===== config.mk =====
export PLATFORM = sky130hd
export DESIGN_NAME = serial_parity_framer
export DESIGN_NICKNAME = d
export VERILOG_FILES = /design/src/rtl/serial_parity_framer.sv
export SDC_FILE = /design/constraint.sdc
export NUM_CORES = 1
export LEC_CHECK = 0
export ABC_AREA = 1
export CAP_MARGIN = 20
export CORE_ASPECT_RATIO = 1.25
export CORE_MARGIN = 2
export CORE_UTILIZATION = 40
export CTS_BUF_LIST = sky130_fd_sc_hd__clkbuf_2
export DETAILED_ROUTE_END_ITERATION = 7
export DONT_BUFFER_PORTS = 1
export PLACE_DENSITY = 0.55
export SYNTH_ARGS = -nofsm -noshare
export SYNTH_HDL_FRONTEND = slang
export SYNTH_SLANG_ARGS = --single-unit

===== constraint.sdc =====
create_clock -name clock -period 3.6 [get_ports clock]
set_input_delay 0.9 -clock clock [delete_from_list [all_inputs] [get_ports clock]]
set_output_delay 0.9 -clock clock [all_outputs]
set_load 0.01 [all_outputs]

===== src/rtl/serial_parity_framer.sv =====
// serial_parity_framer: deserialises LSB-first data words, each followed by one parity bit, and reports parity errors
//   clock, reset_n           : rising-edge clock, asynchronous active-low reset
//   x, x_valid               : serial bit and its qualifier (state advances only while x_valid=1)
//   odd_mode                 : 1 = odd parity, 0 = even; latched with bit 0 of each word
//   clear                    : synchronous abort of the partial word plus error-counter clear
//   z                        : running XOR of the data bits accepted so far in the current word
//   word_done                : one-cycle pulse the cycle after the parity bit is sampled
//   data_out, par_err        : last completed word and its parity error, held until the next word_done
//   err_count                : saturating count of errored words; counter present only with PARITY_ERR_CNT_EN
module serial_parity_framer #(
  parameter int DATA_BITS = 8,
  parameter int CNT_W     = 8
) (
  input  logic                 clock,
  input  logic                 reset_n,
  input  logic                 x,
  input  logic                 x_valid,
  input  logic                 odd_mode,
  input  logic                 clear,
  output logic                 z,
  output logic                 word_done,
  output logic [DATA_BITS-1:0] data_out,
  output logic                 par_err,
  output logic [CNT_W-1:0]     err_count
);
  localparam int CW = DATA_BITS > 1 ? $clog2(DATA_BITS) : 1;
  typedef enum logic {S_DATA, S_PAR} state_t;
  state_t               state, state_n;
  logic [CW-1:0]        cnt, cnt_n;
  logic [DATA_BITS-1:0] sh, sh_n;
  logic                 z_n, odd_l, odd_n, done_n, perr_n, last;
  assign last   = cnt == CW'(DATA_BITS - 1);
  // z already holds the XOR of all data bits when the parity bit arrives
  assign perr_n = z ^ x ^ odd_l;
  always_comb begin
    state_n = state;
    cnt_n   = cnt;
    sh_n    = sh;
    z_n     = z;
    odd_n   = odd_l;
    done_n  = 1'b0;
    if (clear) begin
      state_n = S_DATA;
      cnt_n   = '0;
      z_n     = 1'b0;
    end else if (x_valid) begin
      if (state == S_DATA) begin
        sh_n[cnt] = x;
        z_n       = z ^ x;
        odd_n     = cnt == '0 ? odd_mode : odd_l;
        cnt_n     = last ? '0 : cnt + 1'b1;
        state_n   = last ? S_PAR : S_DATA;
      end else begin
        state_n = S_DATA;
        z_n     = 1'b0;
        done_n  = 1'b1;
      end
    end
  end
  always_ff @(posedge clock or negedge reset_n) begin
    if (!reset_n) begin
      state     <= S_DATA;
      cnt       <= '0;
      sh        <= '0;
      z         <= 1'b0;
      odd_l     <= 1'b0;
      word_done <= 1'b0;
      data_out  <= '0;
      par_err   <= 1'b0;
    end else begin
      state     <= state_n;
      cnt       <= cnt_n;
      sh        <= sh_n;
      z         <= z_n;
      odd_l     <= odd_n;
      word_done <= done_n;
      if (done_n) begin
        data_out <= sh;
        par_err  <= perr_n;
      end
    end
  end
`ifdef PARITY_ERR_CNT_EN
  // counts at the completing edge so err_count is consistent with the word_done cycle
  always_ff @(posedge clock or negedge reset_n) begin
    if (!reset_n) err_count <= '0;
    else if (clear) err_count <= '0;
    else if (done_n && perr_n && !(&err_count)) err_count <= err_count + 1'b1;
  end
`else
  assign err_count = '0;
`endif
endmodule


==> results.sh <==
export IMPL_clockRootBuffer="clkbuf_2"
export IMPL_crit_required_ns=2.70
export IMPL_placed_area_um2=1170
export IMPL_yosys_warnings=0
export IMPL_worstPathMaxFanout=4
export IMPL_ctsLongestPathBuffers=2
export IMPL_pwr_density_cell_nw_per_um2=438
export IMPL_dieArea_um2=3390
export IMPL_power_frac_comb_pct=8.7
export IMPL_r2r_start="cnt[0]"
export IMPL_die_h_um=64.6
export IMPL_layout_nets=154
export IMPL_cts_resized=0
export IMPL_layout_drive_gt1_share_pct=8.33
export IMPL_crit_start="z"
export IMPL_ios=25
export IMPL_clkTransAtPathRegs_ns=0.24
export IMPL_rows=22
export IMPL_peakVddDrop_mv=0.212
export IMPL_antenna_found_initial=0
export IMPL_max_cap_violations=0
export IMPL_cts_sinks=24
export IMPL_worst_clock_skew_ns=0.0124
export IMPL_post_cts_buffers=0
export IMPL_final_core_util_pct=42.4
export IMPL_instances_no_fill=180
export IMPL_fin_setup_tns_ns=0
export IMPL_dr_total_vias=834
export IMPL_wl_per_cell_um=12.1
export IMPL_max_freq_ghz=0.571
export IMPL_synth_distinct_cells=20
export IMPL_final_min_period_over_clock_period_pct=48.7
export IMPL_total_power_mw=0.532
export IMPL_initialDrtViolationCount=8
export IMPL_maxSlewViolCount=0
export IMPL_seq_area_frac_synth_pct=51.1
export IMPL_hold_viol=0
export IMPL_grt_usage_pct=15.6
export IMPL_io_buffers=0
export IMPL_whs_ns=0.185
export IMPL_numCtsBuffers=3
export IMPL_placed_cells=176
export IMPL_tritoncts="built"
export IMPL_criticalPathCategory="reg -> out"
export IMPL_status="complete, no violations"
export IMPL_synth_area_um2=1170
export IMPL_num_fill_cells=318
export IMPL_gp_congestion=0.745
export IMPL_grt_pass1_wl_mm=3.93
export IMPL_grt_setup_unrepaired="no"
export IMPL_routed_wl_mm=2.18
export IMPL_cp_data_arrival_time_ns=0.85
export IMPL_p_sw_mw=0.131
export IMPL_p_clk_share_pct=34.1
export IMPL_area_growth_pct=3.41
export IMPL_final_setup_viol_count=0
export IMPL_ant_nets=0
export IMPL_start_kind="register"
export IMPL_coreArea_um2=2860
export IMPL_ff_latch_area_um2=601
export IMPL_multi_input_area_um2=475
export IMPL_setup_ws_ns=1.85
export IMPL_cts_htree_levels=1
export IMPL_ctsHoldBuffers=0
export IMPL_synth_seq_cells=24
export IMPL_dp_slack_ns=1.97
export IMPL_fin_area_um2=1210
export IMPL_internal_power_mw=0.401
export IMPL_diodes=0
export IMPL_grt_ovfl_total=0
export IMPL_first_global_vias=817
export IMPL_drc=0
export IMPL_netlist_instances=143
export IMPL_dr_pass1_iters=4
export IMPL_avgSynthCellArea_um2=8.22
export IMPL_die_w_um=52.5
export IMPL_critPathCaptureType="primary output"
export IMPL_hold_class="in -> async"
export IMPL_p_leak_nw=0.664
export IMPL_start_util_pct=41.0
export IMPL_fin_crit_ns=1.75
export IMPL_viasPerCell=4.63
export IMPL_grt_max_degree=25
export IMPL_pwr_share_seq_pct=57.2
export IMPL_dp_hpwl_mm=1.64
export IMPL_clock_latency_ns=0.36
export IMPL_switching_share_pct=24.7
-- power groups by stage --
stage	clock [mW]	combinational (mW)	sequential (mW)
after floorplan	0	0.0491	0.305
final	0.181	0.0464	0.305
after CTS	0.187	0.0468	0.305
after global placement	0	0.0455	0.310
after global routing	0.201	0.0551	0.308
after detailed placement	0	0.0467	0.310
-- cell type report --
type,count,share of cell area [%]
Clock buffer,3,1.24
Sequential cell,24,49.4
Inverter,12,4.02
Clock inverter,1,2.47
Multi-Input combinational cell,104,39.1
Tap cell,36,3.71
-- layer usage --
layer	up-vias	GRT usage [%]	wire length, µm
met5	-	0	0
met1	382	21.5	947
li1	433	-	-
met4	0	5.77	38
met2	14	24.5	1120
met3	5	2.53	75
-- synth_stat cells, drive strengths merged --
| cell type | instances | area [µm²] |
|---|---|---|
| buf | 10 | 76.3 |
| clkinv | 1 | 5.00 |
| conb | 1 | 3.75 |
| dfrtp | 24 | 601 |
| ha | 3 | 37.5 |
| inv | 11 | 43.8 |
| nand2 | 62 | 233 |
| nand3 | 13 | 87.6 |
| nand3b | 1 | 7.51 |
| nor2 | 7 | 26.3 |
| nor3 | 2 | 10.0 |
| o21ai | 5 | 25.0 |
| o22ai | 3 | 18.8 |
-- worst paths after layout --
| path | slack (ns) | depth (start not counted) | to |
|---|---|---|---|
| setup reg to reg | 2.33 | 5 | cnt[0] |
| setup / recovery | 1.85 | 0 | z |
| hold reg to reg | 0.51 | 2 | data_out[3] |
| hold / removal | 0.19 | 0 | data_out[1] |
| min in group clock | 0.51 | 2 | data_out[3] |
| max in group asynchronous | 3.33 | 0 | cnt[1] |
-- flip-flops by register name, summed over array words and instances, names as in the netlist --
name and count:
cnt 3, data_out 8, odd_l 1, par_err 1, sh 8, state 1
word_done 1, z 1
-- cells by family (layout without fill, tap and decap cells) --
| group | Yosys count | in the layout | share of synthesized area [%] |
|---|---|---|---|
| AOI/OAI and AO/OA | 8 | 8 | 3.73 |
| adders and majority gates | 3 | 3 | 3.20 |
| buffers and inverters | 22 | 16 | 10.6 |
| DFF | 24 | 24 | 51.1 |
| other | 1 | 8 | 0.319 |
| and+or+nand+nor | 85 | 85 | 31.0 |
-- layout by cell type (no fill, tap or decap), types with 2 or more instances in the layout --
master	n
clkbuf_2	3
nand2_1	62
ha_1	3
nand3_2	2
nor3_1	2
o21ai_0	2
conb_1	8
nand3_1	10
inv_2	3
o21ai_1	3
nor2_1	7
inv_1	7
o22ai_1	3
dfrtp_1	24
(Power assumes the default switching activity.)
